--- src/rtl/sipo_frame_ctrl.sv ---
// Framed serial-to-parallel controller: assembles WIDTH-bit words from qualified
// serial bits and hands them to a consumer over a valid/ready holding register.
module sipo_frame_ctrl #(
  parameter int WIDTH     = 8,
  parameter bit MSB_FIRST = 1'b1,
  localparam int CW       = $clog2(WIDTH + 1)
) (
  input  logic             clk,
  input  logic             rst,
  input  logic             sin,
  input  logic             sin_vld,
  input  logic             sof,
  output logic [WIDTH-1:0] out_data,
  output logic             out_vld,
  input  logic             out_rdy,
  output logic             busy,
  output logic [CW-1:0]    bit_cnt,
  output logic             ovf,
  input  logic             ovf_clr
);

  typedef enum logic {IDLE, SHIFT} state_t;

  state_t state, state_nxt;

  // Partial word needs only WIDTH-1 bits: the final bit goes straight into out_data.
  logic [WIDTH-2:0] sreg, sreg_nxt, base, kept;
  logic [WIDTH-1:0] shifted;
  logic [CW-1:0]    cnt_nxt;
  logic             done, load, drop, vld_nxt, ovf_nxt;

  // A start-of-frame bit always begins from an empty register.
  assign base = sof ? '0 : sreg;

  if (MSB_FIRST) begin : g_msb
    assign shifted = {base, sin};
    assign kept    = shifted[WIDTH-2:0];
  end else begin : g_lsb
    assign shifted = {sin, base};
    assign kept    = shifted[WIDTH-1:1];
  end

  always_comb begin
    state_nxt = state;
    sreg_nxt  = sreg;
    cnt_nxt   = bit_cnt;
    done      = 1'b0;
    if (sin_vld) begin
      case (state)
        IDLE: begin
          if (sof) begin
            state_nxt = SHIFT;
            sreg_nxt  = kept;
            cnt_nxt   = CW'(1);
          end
        end
        SHIFT: begin
          sreg_nxt = kept;
          if (sof) begin
            cnt_nxt = CW'(1);
          end else if (bit_cnt == CW'(WIDTH - 1)) begin
            done      = 1'b1;
            state_nxt = IDLE;
            cnt_nxt   = '0;
          end else begin
            cnt_nxt = bit_cnt + CW'(1);
          end
        end
        default: state_nxt = IDLE;
      endcase
    end
  end

  // Holding register: a finished word is taken if the slot is free or draining now.
  always_comb begin
    load    = done & (~out_vld | out_rdy);
    drop    = done & out_vld & ~out_rdy;
    vld_nxt = out_vld;
    if (load)
      vld_nxt = 1'b1;
    else if (out_vld & out_rdy)
      vld_nxt = 1'b0;
    ovf_nxt = ovf;
    if (drop)
      ovf_nxt = 1'b1;
    else if (ovf_clr)
      ovf_nxt = 1'b0;
  end

  always_ff @(posedge clk) begin
    if (!rst) begin
      state    <= IDLE;
      sreg     <= '0;
      bit_cnt  <= '0;
      out_data <= '0;
      out_vld  <= 1'b0;
      ovf      <= 1'b0;
    end else begin
      state    <= state_nxt;
      sreg     <= sreg_nxt;
      bit_cnt  <= cnt_nxt;
      out_vld  <= vld_nxt;
      ovf      <= ovf_nxt;
      if (load)
        out_data <= shifted;
    end
  end

  assign busy = (state == SHIFT);

endmodule

--- config.mk ---
export PLATFORM = sky130hd
export DESIGN_NAME = sipo_frame_ctrl
export DESIGN_NICKNAME = d
export VERILOG_FILES = /design/src/rtl/sipo_frame_ctrl.sv
export SDC_FILE = /design/constraint.sdc
export NUM_CORES = 1
export LEC_CHECK = 0
export CORE_AREA = 2 2 85 46
export CTS_CLUSTER_DIAMETER = 150
export CTS_CLUSTER_SIZE = 14
export DETAILED_ROUTE_END_ITERATION = 6
export DIE_AREA = 0 0 87 48
export GPL_TIMING_DRIVEN = 0
export PLACE_DENSITY = 0.48
export SETUP_SLACK_MARGIN = 0.15
export SYNTH_ARGS = -nofsm -noshare
export SYNTH_HDL_FRONTEND = slang
export SYNTH_SLANG_ARGS = --single-unit
export TNS_END_PERCENT = 30
--- constraint.sdc ---
create_clock -name clk -period 3.27 [get_ports clk]
set_input_delay 0.654 -clock clk [delete_from_list [all_inputs] [get_ports clk]]
set_output_delay 0.654 -clock clk [all_outputs]
set_load 0.005 [all_outputs]
# == After elaboration in Yosys (flattened, before gate mapping) ==
# Index checks and enable logic that the tools add are counted.
# op_classes
mux,19
n_bitwise,8
n_addsub,1
n_reduce_logical,3
n_eq_ne,2
# ops
cell,n
$mux 7,2
$pmux 7 s2,1
$mux 4,3
$mux 1,11
$pmux 4 s2,1
$add 4x1->4 const B,1
$and 1x1->1,4
$eq 4x3->1 const B,1
$reduce_bool 2->1,2
$not 1->1,3
$ne 2x2->1 const B,1
$pmux 1 s2,1
$reduce_and 2->1,1
$or 1x1->1,1
# word_totals
reg_bits,22
out_inout_bits,15
inputBits,7

# == Longest topological paths before layout ==
# Gate-level depths: netlist (run 1).
# depth
word_depth,8
depth_mapped,4
depth_no_buf,4

# == Worst setup path before layout (run 1) ==
# No wires, ideal clock.
# synth_timing
kind,input -> register
startpoint,input port sof
endpoint,register ovf
path_stages,3
path_slack_ns,1.763
setup_time_ns,0.068
arrival_ns,1.440
cell_sequence,nand3b_4 -> or4b_4 -> a21oi_2
# synth_between
elab_chain_cells,6
# synth_lines
item,line_no,text
"start, declared",12,"input logic sof,"
$mux 1 *,59,if (sof) begin
$mux 1 *,49,case (state)
$mux 1 *,48,if (sin_vld) begin
$and 1x1->1 * (2 in a row),77,drop = done & out_vld & ~out_rdy;
$mux 1 or $reduce_bool 2->1 (tied branches),--,
"end signal, assigned",103,ovf <= ovf_nxt;
"end, declared",18,"output logic ovf,"
# Mark *: on every way between the ends. The rest lies on a longest branch, timed or not.
# A chain may end at the register's enable or synchronous reset.

# == Final worst setup path (run 1) ==
# layout_timing
startpoint,register state (netlist: busy)
endpoint,output port busy
# layout_rtl
item,line_no,text
"start, declared",24,"state_t state, state_nxt;"
"start signal, assigned",99,state <= state_nxt;
"end, declared",16,"output logic busy,"
# No word-level cell between the ends.

==> run_results.csv, run 1 <==
group,metric,value,unit
pwr,power_density,448,nW/um^2
placement,place_area,1200,sq um
clock_tree,clockBufferDepth,2,
worst_setup_path,crit_fanout,6,
global_route,grt-ovfl-total,0,
worst_setup_path,crit_arrival,1.28,ns
sta,finalSetupViolations,0,
synth,syn_area_per_cell,9.62,sq um
synth,synth-edff-count,0,
synth,synth_top_cell_by_area,"dfxtp_1",
worst_setup_path,cp_slowest_cell,"clkdlybuf4s50_1",
sta,finalCriticalPeriod,1.93,ns
worst_setup_path,cp_num_buf_inv,1,
floorplan,die_w,87,microns
placement,io_buffer_count,21,
clock_tree,cts_hold_buf,0,
routing,wl_per_cell,11.9,microns
pwr,power.leakage,0.433,nW
final_layout,insertedDiodeCount,0,
routing,via_per_inst,4.63,
final_layout,design_area,1270,sq um
sta,fin_skew,0.00267,ns
global_route,grt_use_total,10.3,%
placement,dp.cells,160,
sta,post-route-period-util,59.0,%
routing,ant_nets,0,
clock_tree,cts_resized,0,
floorplan,dieArea,4180,sq um
floorplan,start_util,27.8,%
sta,slew_violations,0,
synth,ys_types,24,
worst_setup_path,crit_type,"register to output pin",
run_status,outcome,"finished, final reports clean",
job,cap_violations,0,
clock_tree,htree_levels,1,
clock_tree,numClockSinks,22,
placement,finalWeightedCongestion,0.703,
global_route,met1_usage,14.0,%
sta,maxSlewHeadroom,62.5,%
worst_setup_path,cp-end-kind,"output pin",
synth,async_flop_share,0,%
final_layout,postLayoutCoreUtil,37.7,%
synth,synth_flop_cell,"dfxtp_1",
floorplan,core-area,3360,sq um
routing,drt_iter0_drc,11,
sta,max_freq,0.518,GHz
routing,drt_wl_total,1.95,mm
worst_setup_path,required,2.62,ns
sta,tns,0,ns
worst_setup_path,crit_chain,"clkdlybuf4s50_1",
hold_path,hold_path.class,"register to register",
synth,yosysSeqAreaShare,47.2,%
routing,drc,0,
clock_tree,cts_setup_buffers,0,
clock_tree,clock_latency,0.26,ns
pwr,peakVddDrop,0.000140,V
clock_tree,cts.clk_slew.worst_paths,0.09,ns
global_route,grt_start_max_net_pins,14,
routing,via_count,759,
final_layout,layout-drive-gt1-share,9.02,%
global_route,grt_use_met3,3.10,%
routing,firstDrtPassIters,4,
global_route,antenna_found_initial,0,
worst_setup_path,critPathTopFamily,"buffers and inverters",
synth,synth_top_area_share,47.2,%
final_layout,area_growth,35.8,%
clock_tree,root_buffer,"clkbuf_8",
clock_tree,tritoncts,"done",
global_route,grt_busiest_layer,"met2",
worst_setup_path,cp-start-kind,"register",
floorplan,ios,22,
floorplan,die_y,48,microns
synth,syn_nets,105,
global_route,grt_pass1_vias,715,
synth,synth_cells,97,
global_route,grtUsageMet2,16.2,%
global_route,grt_pass1_wl,3.31,mm
final_layout,nets,131,
synth,synth_area_leaders,"dfxtp_1, mux2i_1, nand3b_1",
clock_tree,cts_inserted_buffers,3,
final_layout,fin_cells,164,
sta,tightestPinTransition,0.562,ns
sta,rsz0062_at_grt,"false",
placement,dpl.hpwl,1.47,mm
floorplan,rows,15,
sta,holdWs,0.464,ns
sta,finalHoldViolCount,0,
synth,synth.cell_area,933,sq um
worst_setup_path,max_stage_delay,0.55,ns
synth,ys_ff_latch,22,
synth,yosysWarnings,0,
routing by layer:
metal  share of wire [%]  wire (microns)
met3                 2.8              55
met4                   0               0
met2                  44             861
met5                   0               0
met1                  53            1040
path summary, 6_finish.rpt:
kind,from,to,slack (ns),cells past startpoint
worst max register to register,bit_cnt[0],out_data[6],1.62,4
worst max-delay path,busy,busy,1.34,1
worst min register to register,out_data[3],out_data[3],0.46,2
worst min-delay path,out_data[3],out_data[3],0.46,2
state kept, by name (all words and copies together), names as in the netlist:
| register | count |
|---|---|
| bit_cnt | 4 |
| sreg | 7 |
| out_vld | 1 |
| out_data | 8 |
| ovf | 1 |
| busy | 1 |
synthesized netlist by cell type (all sizes together), types with 2 or more instances:
cell type and count:
o21ai 3, a22oi 7, mux2i 9, nor2 9
a21oi 6, nand2 12, dfxtp 22, inv 3
nand2b 2, nand3b 10, clkbuf 4
layout by cell type, fill, tap and decap left out:
cell and count:
nand2_1 12, buf_2 1, nor2_1 9, nand3b_4 1, inv_1 3, a211oi_1 1, clkbuf_8 3, o32ai_1 1
mux2i_1 9, nor3_4 1, or4b_4 1, o21a_1 1, ha_1 1, nand3_1 1, clkbuf_1 4, o21ai_0 2
a21oi_2 1, nor2b_1 1, a21oi_1 5, and3b_2 1, dfxtp_1 22, o21ai_2 1, a22oi_1 7, nand2b_1 2
nand3b_1 9, bufinv_16 1, clkdlybuf4s50_1 21
metrics by stage:
step                setup WS [ns]  total power [mW]
floorplan                    1.76             0.298
global placement             1.03             0.317
detailed placement           1.04             0.317
CTS                          1.31             0.574
global route                 1.19             0.588
finish                       1.34             0.568
logic make-up after synthesis:
kind of cell / synth area share (%)
compound gates: 13.8
fa+ha+maj: 1.34
buf+inv: 3.35
flops: 47.2
mux: 9.65
simple gates: 24.7
worst register-to-register path, delay by kind of cell (launching register included):
kind          cells  cell delay, ns
simple gates      2            0.74
fa+ha+maj         1            0.21
mux               1            0.24
flops             1            0.40
layout make-up:
cell class / count / area [sq um]
Buffer: 5 / 20.0
Multi-Input combinational cell: 67 / 462
Timing Repair Buffer: 21 / 210
Tap cell: 42 / 52.6
Sequential cell: 22 / 440
Fill cell: 342 / 2090
Clock buffer: 3 / 41.3
Clock inverter: 1 / 30.0
Inverter: 3 / 11.3
power by group:
part | switching, mW | internal, mW
Combinational | 0.0188 | 0.0174
Clock | 0.0945 | 0.163
Sequential | 0.00350 | 0.270
Total | 0.117 | 0.451
Note: power is estimated with default switching activity, not from simulation.
==> run 2: changes to the inputs <==
==> constraint.sdc (replaced) <==
create_clock -name clk -period 1.88 [get_ports clk]
set_input_delay 0.376 -clock clk [delete_from_list [all_inputs] [get_ports clk]]
set_output_delay 0.376 -clock clk [all_outputs]
set_load 0.005 [all_outputs]
==> run 2 against run 1 <==
Compared with the run above: non-clock buffer count grew 1; sequential power grew 74%; worst hold slack is essentially flat; sequential share of layout area shrank 0.57 points; die area is the same; total power grew 74%; critical endpoint unchanged.
==> run_results.csv, run 2 (synthesized netlist as in run 1, its figures left out) <==
group,metric,value,unit
run_status,outcome,"finished, final reports clean",
floorplan,die_y,48,microns
final_layout,layout-drive-gt1-share,10.6,%
hold_path,hold_path.class,"register to register",
clock_tree,clockBufferDepth,2,
placement,place_area,1200,sq um
worst_setup_path,cp.depth,1,
clock_tree,tritoncts,"done",
sta,tightestPinTransition,0.556,ns
global_route,grt-ovfl-total,0,
sta,max_freq,0.605,GHz
routing,ant_nets,0,
worst_setup_path,critPathTopFamily,"buffers and inverters",
floorplan,dieArea,4180,sq um
routing,wl_per_cell,12.0,microns
worst_setup_path,cp-end-kind,"output pin",
final_layout,nets,132,
clock_tree,cts.clk_slew.worst_paths,0.08,ns
worst_setup_path,max_stage_delay,0.55,ns
final_layout,regMostFlops,"out_data",
final_layout,design_area,1290,sq um
worst_setup_path,cp-start-kind,"register",
sta,finalSetupViolations,0,
worst_setup_path,required,1.50,ns
placement,finalWeightedCongestion,0.703,
worst_setup_path,crit_arrival,1.28,ns
sta,slew_violations,0,
placement,place_ws,-0.0713,ns
final_layout,insertedDiodeCount,0,
routing,drc,0,
final_layout,layout_common_cells,"dfxtp_1, clkdlybuf4s50_1, nand2_1",
routing,firstDrtPassIters,4,
global_route,grtUsageMet2,16.2,%
final_layout,mostFrequentLayoutCell,"dfxtp_1",
pwr,power.leakage,0.444,nW
global_route,antenna_found_initial,0,
clock_tree,cts_inserted_buffers,3,
clock_tree,cts_hold_buf,0,
worst_setup_path,cp_slowest_cell,"clkdlybuf4s50_1",
sta,holdWs,0.464,ns
global_route,grt_use_total,10.3,%
routing,drt_iter0_drc,11,
global_route,grt_busiest_layer,"met2",
final_layout,largest_register_ffs,8,
worst_setup_path,crit_fanout,6,
clock_tree,root_buffer,"clkbuf_8",
worst_setup_path,reg2regPathDepth,4,
sta,finalCriticalPeriod,1.65,ns
final_layout,largest_registers,"out_data x8, sreg x7, bit_cnt x4",
placement,dpl.hpwl,1.47,mm
floorplan,start_util,27.8,%
sta,finalHoldViolCount,0,
pwr,power.total,0.987,mW
placement,io_buffer_count,21,
global_route,grt_start_max_net_pins,14,
floorplan,ios,22,
clock_tree,clock_latency,0.26,ns
pwr,peakVddDrop,0.000243,V
floorplan,core-area,3360,sq um
sta,post-route-period-util,87.9,%
global_route,grt_use_met3,3.10,%
floorplan,die_w,87,microns
final_layout,area_growth,38.1,%
sta,fin_skew,0.00175,ns
global_route,grt_pass1_wl,3.31,mm
worst_setup_path,cp_num_buf_inv,1,
routing,via_count,771,
global_route,grt_pass1_vias,715,
routing,via_per_inst,4.67,
worst_setup_path,crit_chain,"clkdlybuf4s50_1",
hold_path,hold_path_depth,2,
job,cap_violations,0,
global_route,met1_usage,14.0,%
clock_tree,numClockSinks,22,
sta,rsz0062_at_grt,"true",
pwr,power_density,766,nW/um^2
floorplan,rows,15,
routing,drt_wl_total,1.97,mm
sta,maxSlewHeadroom,63.0,%
worst_setup_path,crit_type,"register to output pin",
clock_tree,htree_levels,1,
sta,worst_slack,0.227,ns
==> run 2: cell types whose count changed in the layout (fill, tap and decap cells not counted) <==
cell / change
clkbuf_1: -1
buf_12: +1
clkbuf_2: +1
==> run 2: power breakdown <==
part / total (mW) / switching (mW) / internal [mW]
Clock: 0.448 / 0.163 / 0.284
Sequential: 0.476 / 0.00614 / 0.470
Combinational: 0.0632 / 0.0327 / 0.0305
Total: 0.987 / 0.202 / 0.785
==> run 2: worst paths after layout <==
kind | startpoint | end | slack [ns]
setup / recovery | busy | busy | 0.23
hold / removal | out_data[3] | out_data[3] | 0.46
setup reg to reg | bit_cnt[0] | ovf | 0.28
hold reg to reg | out_data[3] | out_data[3] | 0.46
==> run 2: per-layer routing <==
layer / share of wire (%) / wire [microns]
met5: 0 / 0
met4: 0 / 0
met3: 3.4 / 68
met2: 44 / 862
met1: 53 / 1040
==> run 2: timing repair <==
| action | in CTS | in global routing |
|---|---|---|
| setup buffers | 0 | 1 |
| setup endpoints to repair | 0 | 15 |
| resized for setup | 0 | 2 |
==> run 2: final cells by class <==
class / instances / area (sq um)
fill: 339 / 2070
multi-input combinational: 67 / 462
sequential: 22 / 440
timing repair buffer: 22 / 230
tap: 42 / 52.6
clock buffer: 3 / 41.3
clock inverter: 1 / 30.0
buffer: 5 / 21.3
inverter: 3 / 11.3
==> run 2: metrics by stage <==
stage               std cells  TNS, ns  utilization (%)
finish                    165        0             38.4
global route              165        0             38.4
CTS                       164        0             37.7
detailed placement        160   -0.397             35.6
global placement          160   -0.489             35.6
floorplan                  97        0                -
